--- config.mk ---
export PLATFORM = sky130hd
export DESIGN_NAME = imm_decode_pipe
export DESIGN_NICKNAME = d
export VERILOG_FILES = /design/src/rtl/imm_decode_pipe.sv
export SDC_FILE = /design/constraint.sdc
export NUM_CORES = 1
export LEC_CHECK = 0
export ABC_AREA = 0
export CORE_MARGIN = 2
export CORE_UTILIZATION = 50
export DETAILED_ROUTE_END_ITERATION = 6
export PLACE_DENSITY = 0.81
export SETUP_SLACK_MARGIN = 0.15
export SLEW_MARGIN = 20
export SYNTH_ARGS = -nofsm -noshare
export SYNTH_HDL_FRONTEND = slang
export SYNTH_SLANG_ARGS = --single-unit
--- constraint.sdc ---
create_clock -name clk -period 2.8 [get_ports clk]
set_clock_uncertainty 0.1 [all_clocks]
set_input_delay 0.56 -clock clk [delete_from_list [all_inputs] [get_ports clk]]
set_output_delay 0.56 -clock clk [all_outputs]
set_load 0.02 [all_outputs]
--- src/rtl/imm_decode_pipe.sv ---
// Two-stage decode pipeline for WISC-SP13 instructions: immediate format
// classification in D1, zero/sign extension in D2, with valid/ready flow control.
module imm_decode_pipe #(
    parameter int CNT_W = 16
) (
    input  logic             clk,
    input  logic             rst_n,
    input  logic             flush,
    input  logic             cnt_clr,
    input  logic             in_valid,
    output logic             in_ready,
    input  logic [15:0]      in_instr,
    output logic             out_valid,
    input  logic             out_ready,
    output logic [15:0]      out_instr,
    output logic [15:0]      out_imm,
    output logic [1:0]       out_sel,
    output logic             out_sext,
    output logic             out_has_imm,
    output logic [CNT_W-1:0] imm_count
);

    localparam logic [1:0]       SEL_5    = 2'b00;
    localparam logic [1:0]       SEL_8    = 2'b01;
    localparam logic [1:0]       SEL_11   = 2'b10;
    localparam logic [1:0]       SEL_NONE = 2'b11;
    localparam logic [CNT_W-1:0] CNT_MAX  = '1;

    logic             r_v1;
    logic [15:0]      r_instr1;
    logic [1:0]       r_sel1;
    logic             r_sext1;

    logic             r_v2;
    logic [15:0]      r_instr2;
    logic [1:0]       r_sel2;
    logic             r_sext2;
    logic [15:0]      r_imm2;

    logic [CNT_W-1:0] r_count;

    logic             w_s2_rdy;
    logic             w_s1_rdy;
    logic             w_accept;
    logic             w_move;
    logic             w_xfer;
    logic             w_has_imm;
    logic [1:0]       w_dec_sel;
    logic             w_dec_sext;
    logic [15:0]      w_ext_imm;

    assign w_s2_rdy  = !r_v2 | out_ready;
    assign w_s1_rdy  = !r_v1 | w_s2_rdy;
    assign in_ready  = w_s1_rdy & !flush;
    assign w_accept  = in_valid & in_ready;
    assign w_move    = r_v1 & w_s2_rdy;
    assign w_xfer    = r_v2 & out_ready;
    assign w_has_imm = (r_sel2 != SEL_NONE);

    // Opcode classification happens on the incoming word so D1 holds only sel/sext.
    always_comb begin
        w_dec_sel  = SEL_NONE;
        w_dec_sext = 1'b0;
        unique case (in_instr[15:11])
            5'b01000, 5'b01001, 5'b10000, 5'b10001, 5'b10011: begin
                w_dec_sel  = SEL_5;
                w_dec_sext = 1'b1;
            end
            5'b01010, 5'b01011, 5'b10100, 5'b10101, 5'b10110, 5'b10111: begin
                w_dec_sel  = SEL_5;
                w_dec_sext = 1'b0;
            end
            5'b01100, 5'b01101, 5'b01110, 5'b01111, 5'b11000, 5'b00101, 5'b00111: begin
                w_dec_sel  = SEL_8;
                w_dec_sext = 1'b1;
            end
            5'b10010: begin
                w_dec_sel  = SEL_8;
                w_dec_sext = 1'b0;
            end
            5'b00100, 5'b00110: begin
                w_dec_sel  = SEL_11;
                w_dec_sext = 1'b1;
            end
            default: begin
                w_dec_sel  = SEL_NONE;
                w_dec_sext = 1'b0;
            end
        endcase
    end

    always_comb begin
        w_ext_imm = 16'h0000;
        unique case (r_sel1)
            SEL_5:   w_ext_imm = {{11{r_sext1 & r_instr1[4]}},  r_instr1[4:0]};
            SEL_8:   w_ext_imm = {{8{r_sext1 & r_instr1[7]}},   r_instr1[7:0]};
            SEL_11:  w_ext_imm = {{5{r_sext1 & r_instr1[10]}},  r_instr1[10:0]};
            default: w_ext_imm = 16'h0000;
        endcase
    end

    always_ff @(posedge clk or negedge rst_n) begin
        if (!rst_n) begin
            r_v1 <= 1'b0;
            r_v2 <= 1'b0;
        end else if (flush) begin
            r_v1 <= 1'b0;
            r_v2 <= 1'b0;
        end else begin
            if (w_accept) begin
                r_v1 <= 1'b1;
            end else if (w_move) begin
                r_v1 <= 1'b0;
            end
            if (w_move) begin
                r_v2 <= 1'b1;
            end else if (out_ready) begin
                r_v2 <= 1'b0;
            end
        end
    end

    always_ff @(posedge clk or negedge rst_n) begin
        if (!rst_n) begin
            r_instr1 <= 16'h0000;
            r_sel1   <= 2'b00;
            r_sext1  <= 1'b0;
        end else if (w_accept) begin
            r_instr1 <= in_instr;
            r_sel1   <= w_dec_sel;
            r_sext1  <= w_dec_sext;
        end
    end

    // A killed D1 entry is not copied forward, so D2 data only ever holds live work.
    always_ff @(posedge clk or negedge rst_n) begin
        if (!rst_n) begin
            r_instr2 <= 16'h0000;
            r_sel2   <= 2'b00;
            r_sext2  <= 1'b0;
            r_imm2   <= 16'h0000;
        end else if (w_move && !flush) begin
            r_instr2 <= r_instr1;
            r_sel2   <= r_sel1;
            r_sext2  <= r_sext1;
            r_imm2   <= w_ext_imm;
        end
    end

    always_ff @(posedge clk or negedge rst_n) begin
        if (!rst_n) begin
            r_count <= '0;
        end else if (cnt_clr) begin
            r_count <= '0;
        end else if (w_xfer && w_has_imm && (r_count != CNT_MAX)) begin
            r_count <= r_count + CNT_W'(1);
        end
    end

    assign out_valid   = r_v2;
    assign out_instr   = r_instr2;
    assign out_imm     = r_imm2;
    assign out_sel     = r_sel2;
    assign out_sext    = r_sext2;
    assign out_has_imm = w_has_imm & r_v2;
    assign imm_count   = r_count;

endmodule

==> run metrics, run 1 <==
Peak VDD IR=0.0004275 V; Crit path max-delay family=buffers and inverters; DRC=0; Layout Area Growth over Synthesis=33.37%; antenna violation net count after detailed routing=0; Bufs and invs on worst path=2; outcome=complete, no violations; Worst path most repeated cell=clkdlybuf4s50_1; final cell count without fillers=a little under 500; HP Class=primary input to asynchronous set/reset pin; CP max stage delay=~0.62 ns; EDFF count, synth=0; # rows=29; Die X-Extent=between 80 and 90 um; vias in the first global route=between 2000 and 3000; Final #Nets=about 420; DRT iter0 DRCs=101; largest net degree at the start of global routing=37; top-count cell post-synth=nand2_1; fillers=around 510; Top FF cell, synth=dfrtp_1; routed wire length=7146 um; number of distinct library cells after synthesis=49; dpl hpwl=just under 5000 um; CTS tree=done; top cells by area, synth=dfrtp_1 (54%), nand2_1 (11%), mux2_1 (3.6%); crit share post-route=92.20%; chip height=83.65 um; share of layout cells above drive strength 1=a little over a tenth; FFs w/ async S/R, synth=100.0%; clk buf depth=2; register area=1702 sq um; LEAKAGE=0.001869 uW; GRT Total Usage=about 22%; area share of the largest cell type after synthesis=roughly 54%; core region area=~6200 sq um; IO buf count=75; # resized after CTS=0; total setup buffers inserted after CTS=0; Avg Inst Size Synth=between 9 and 10 sq um; Setup crit start kind=primary input; gpl congestion=0.8268; Inserted Clock Buffers=9; Ports=between 70 and 80; syn_nets=between 300 and 400; Req. time, crit path=about 2.1 ns; slew margin rel.=between 40% and 50%; Reg clk slew, reported paths=0.07 ns; Slew Limit Fails=0; via count=2668; Post-Syn Instances=326; Synth Register Bits=68; final hold violation count=0; Multi-input gate area=roughly 1400 sq um; Via density=between 5 and 6; DP Area=approximately 4000 sq um; H-tree depth=3; Crit Path Max Fanout=2; Skew-Pair Late Insertion Delay=~0.34 ns; PD cells=roughly 660 nW/um^2; Synth Warn #=0; fin util=around two thirds; placed insts=between 400 and 500; Arr. time, crit path=1.92 ns; max-cap violations=0; post-synthesis sequential area ratio=between 50% and 60%; fmax=roughly 390 MHz; synth cell count leaders=nand2_1 (92), dfrtp_1 (68), a21oi_1 (22); cell taking the most area after synthesis=dfrtp_1; Final setup violation count=0; Starting Density=50.82%; WL per Instance=roughly 15 um; Power, Total=2795 uW; Worst Setup End Kind=output port; critical path, cell by cell=clkdlybuf4s50_1, nor2b_1, a21oi_1, clkdlybuf4s50_1; Worst Tran Pin Value=0.7728 ns; die area=between 6000 and 7000 sq um; RSZ-0062 raised after global routing=false; TNS Setup=0 ns; initial antenna violation count=0; GRT overflow=0; clk sinks=68; first-pass detailed-route iteration total=4; crit path time final=~2.6 ns; finished layout cell area=4230 sq um; post-synthesis cell area=~3200 sq um; Slowest cell on crit path=clkdlybuf4s50_1; crit path kind=primary input to output port; CTS root buf=clkbuf_8; global-route wire length before repair=~12000 um; # diodes=0; CTS Hold Buffers Added=0
## flip-flops by register name, summed over array words and instances (netlist names)
signal	count
imm_count	16
out_instr	16
r_instr1	16
out_imm	12
out_sel	2
r_sel1	2
out_sext	1
out_valid	1
r_sext1	1
r_v1	1
## layout make-up
| class | count | share of cell area (%) |
|---|---|---|
| tap | 77 | 2.277 |
| timing repair buffer | 83 | 19.34 |
| clock inverter | 5 | 1.982 |
| multi-input combinational | 232 | 31.97 |
| clock buffer | 11 | 3.579 |
| sequential | 68 | 40.22 |
| inverter | 7 | 0.6211 |
## routing by layer
metal	share of wire [%]	vias up	routed length [um]	track usage [%]
met5	0	-	0	0
met4	1.5	0	104	9.384
met3	6.1	10	433	5.539
met2	49	76	3533	35.85
met1	43	1295	3074	26.79
li1	-	1287	-	-
## per-stage QoR
step,setup slack [ns],hold WS (ns)
after global routing,0.1728,0.2525
after floorplan,0.6994,0.1644
after detailed placement,0.2188,0.3617
after global placement,0.2043,0.3484
final,0.2185,0.1943
after CTS,0.2139,0.2111
## final timing paths
kind,startpoint,endpoint,slack [ns],cells after the start
max in group asynchronous,rst_n,r_instr1[4],1.75,2
min in group clk,r_instr1[14],out_instr[14],0.37,2
max reg2reg,imm_count[0],imm_count[2],0.64,5
min reg2reg,r_instr1[14],out_instr[14],0.37,2
max,out_ready,in_ready,0.22,4
min,rst_n,imm_count[4],0.19,1
## cell usage in the layout (no fill, tap or decap), types with 2 or more instances in the layout
| cell type | count |
|---|---|
| or4_1 | 5 |
| or3_1 | 5 |
| mux2_4 | 2 |
| nand4_1 | 4 |
| clkdlybuf4s50_1 | 74 |
| nand3_1 | 10 |
| inv_1 | 7 |
| a21oi_1 | 22 |
| and2_1 | 3 |
| bufinv_16 | 2 |
| buf_4 | 7 |
| clkbuf_8 | 11 |
| clkinvlp_4 | 2 |
| nor2b_1 | 6 |
| o21ai_0 | 15 |
| dfrtp_1 | 68 |
| nand4_2 | 3 |
| o21ai_1 | 3 |
| nor2_1 | 9 |
| and3_1 | 2 |
| o31ai_1 | 7 |
| mux2_2 | 5 |
| nor4_1 | 2 |
| nor4_2 | 2 |
| nand2_1 | 92 |
| mux2_1 | 10 |
## power by group
group | switching [uW] | internal (uW)
combinational | 326 | 303
clock | 379 | 552
sequential | 110 | 1130
total | 815 | 1980
## logic make-up (layout without fill, tap and decap cells)
kind of cell               Yosys count  count (layout)  synth area share [%]
adders and majority gates            1               1                0.3944
AOI/OAI and AO/OA                   60              60                 11.48
DFF                                 68              68                 53.65
and+or+nand+nor                    153             153                 24.02
muxes                               18              18                 6.588
buffers and inverters               26             106                 3.866
## worst register-to-register path, cell delays in order, from the launching register on
cell and delay (ns):
dfrtp_1 0.45, ha_1 0.24, nand4_1 0.25, or4_4 0.58, nand3_1 0.11, mux2_1 0.32
No activity file was read; power rests on OpenSTA's default activity.
==> run 2: changes to the inputs <==
Clock period 2.8 ns to 2.7 ns, I/O delays scaled along.
==> run metrics, run 2 (same netlist as run 1, synthesis figures left out) <==
via count=2653 (-0.56%); Skew-Pair Late Insertion Delay=0.33 ns (about the same); finished layout cell area=4249 sq um (+0.44%); RSZ-0062 raised after global routing=false; fmax=about 440 MHz; Req. time, crit path=2.06 ns (-0.08 ns); Final setup violation count=0 (unchanged); vias in the first global route=2540 (-6.1%); PD cells=690.5 nW/um^2 (+4.5%); max-cap violations=0 (unchanged); R2R cell count=5 (unchanged); Layout Area Growth over Synthesis=33.96%; Slew Limit Fails=0 (unchanged); Arr. time, crit path=1.65 ns (-0.27 ns); R2R Setup Slk=0.55 ns (-0.09 ns); Final #Nets=426 (+0.47%); CTS tree=done; Die X-Extent=83.65 um (unchanged); DP Worst Slack=0.1499 ns (-0.06892 ns); slew margin rel.=48.91% (+0.43 points); routed wire length=7150 um (about the same); first-pass detailed-route iteration total=4 (unchanged); antenna violation net count after detailed routing=0 (unchanged); Reg clk slew, reported paths=0.07 ns (about the same); Starting Density=50.82% (unchanged); DRT iter0 DRCs=179 (+77%); outcome=complete, no violations; CTS root buf=clkbuf_8; Ports=76 (unchanged); total setup buffers inserted after CTS=0 (unchanged); Peak VDD IR=0.0003965 V (-7.3%); setup ws final=0.4100 ns (+0.1915 ns); LEAKAGE=0.001888 uW (+1.0%); WHS=0.1784 ns (-0.01585 ns); crit path kind=primary input to output port; worst r2r dst=imm_count[2]; share of layout cells above drive strength 1=10.78% (+0.19 points); dpl hpwl=5115 um (+4.2%); crit path time final=about 2.3 ns; clk buf depth=2 (unchanged); H-tree depth=3 (unchanged); die area=6996 sq um (unchanged); fillers=486 (-4.0%); Worst Setup End Kind=output port; # rows=29 (unchanged); HP Class=primary input to asynchronous set/reset pin; GRT overflow=0 (unchanged); GRT Total Usage=20.88% (-0.74 points); Reg-to-Reg Start=imm_count[0]; # diodes=0 (unchanged); WL per Instance=14.74 um (-0.36%); largest net degree at the start of global routing=37 (unchanged); crit share post-route=a little over four fifths; IO buf count=75 (unchanged); Via density=5.470 (-0.97%); chip height=83.65 um (unchanged); DRC=0 (unchanged); gpl congestion=0.8376 (+1.3%); most common cell after layout, fill and taps aside=nand2_1; Setup crit start kind=primary input; Crit Path Max Fanout=2 (unchanged); TNS Setup=0 ns (unchanged); DP Area=4010 sq um (+0.38%); initial antenna violation count=0 (unchanged); core region area=6241 sq um (unchanged); clk sinks=68 (unchanged); global-route wire length before repair=11780 um (-3.0%); final hold violation count=0 (unchanged); commonest cells after routing, fill and taps aside=nand2_1 (92), clkdlybuf4s50_1 (73), dfrtp_1 (68); Inserted Clock Buffers=9 (unchanged); Worst Tran Pin Value=0.7663 ns (-0.006455 ns)
[run 2: report_power, final]
| part | switching, uW | internal [uW] |
|---|---|---|
| Combinational | 340 | 316 |
| Clock | 383 | 616 |
| Sequential | 112 | 1170 |
| Total | 835 | 2100 |
[run 2: metal layers]
layer  up-vias  global-route usage, %  wire, um
met5         -                      0         0
li1       1287                      -         -
met4         0                  6.452        66
met2        69                  35.35      3589
met3         7                  5.045       342
met1      1290                  26.64      3151
[run 2: worst max-delay path, cell delays in order]
cell,delay [ns]
clkdlybuf4s50_1,0.52
nor2b_1,0.08
a21oi_1,0.15
dlygate4sd2_1,0.35
[run 2: metrics by stage]
step,power [uW],cells,util (%)
global route,3068,485,68.08
detailed placement,1961,469,64.25
finish,2934,485,68.08
global placement,1939,469,64.25
floorplan,1608,326,-
CTS,2963,485,68.08
[run 2: final cells by class]
| type | instances | area [sq um] | area share [%] |
|---|---|---|---|
| Sequential cell | 68 | 1702 | 40.05 |
| Multi-Input combinational cell | 232 | 1353 | 31.83 |
| Timing Repair Buffer | 85 | 832.0 | 19.58 |
| Clock buffer | 10 | 127.6 | 3.004 |
| Clock inverter | 6 | 112.6 | 2.650 |
| Tap cell | 77 | 96.34 | 2.267 |
| Inverter | 7 | 26.28 | 0.6184 |
[run 2: worst max-delay path by stage]
| stage | endpoint | slack [ns] | start |
|---|---|---|---|
| global placement | in_ready | 0.15 | out_ready |
| finish | in_ready | 0.41 | out_ready |
| floorplan | imm_count[2] | 0.60 | imm_count[0] |
| global route | out_has_imm | 0.34 | out_sel[0] |
| detailed placement | in_ready | 0.15 | out_ready |
| CTS | out_has_imm | 0.42 | out_sel[0] |
[run 2: what timing repair did]
action / 4_1_cts / 5_1_grt
hold buffers: 0 / 0
resized for setup: 1 / 0
endpoints found under the setup margin: 1 / 0
hold endpoints to repair: 0 / 0
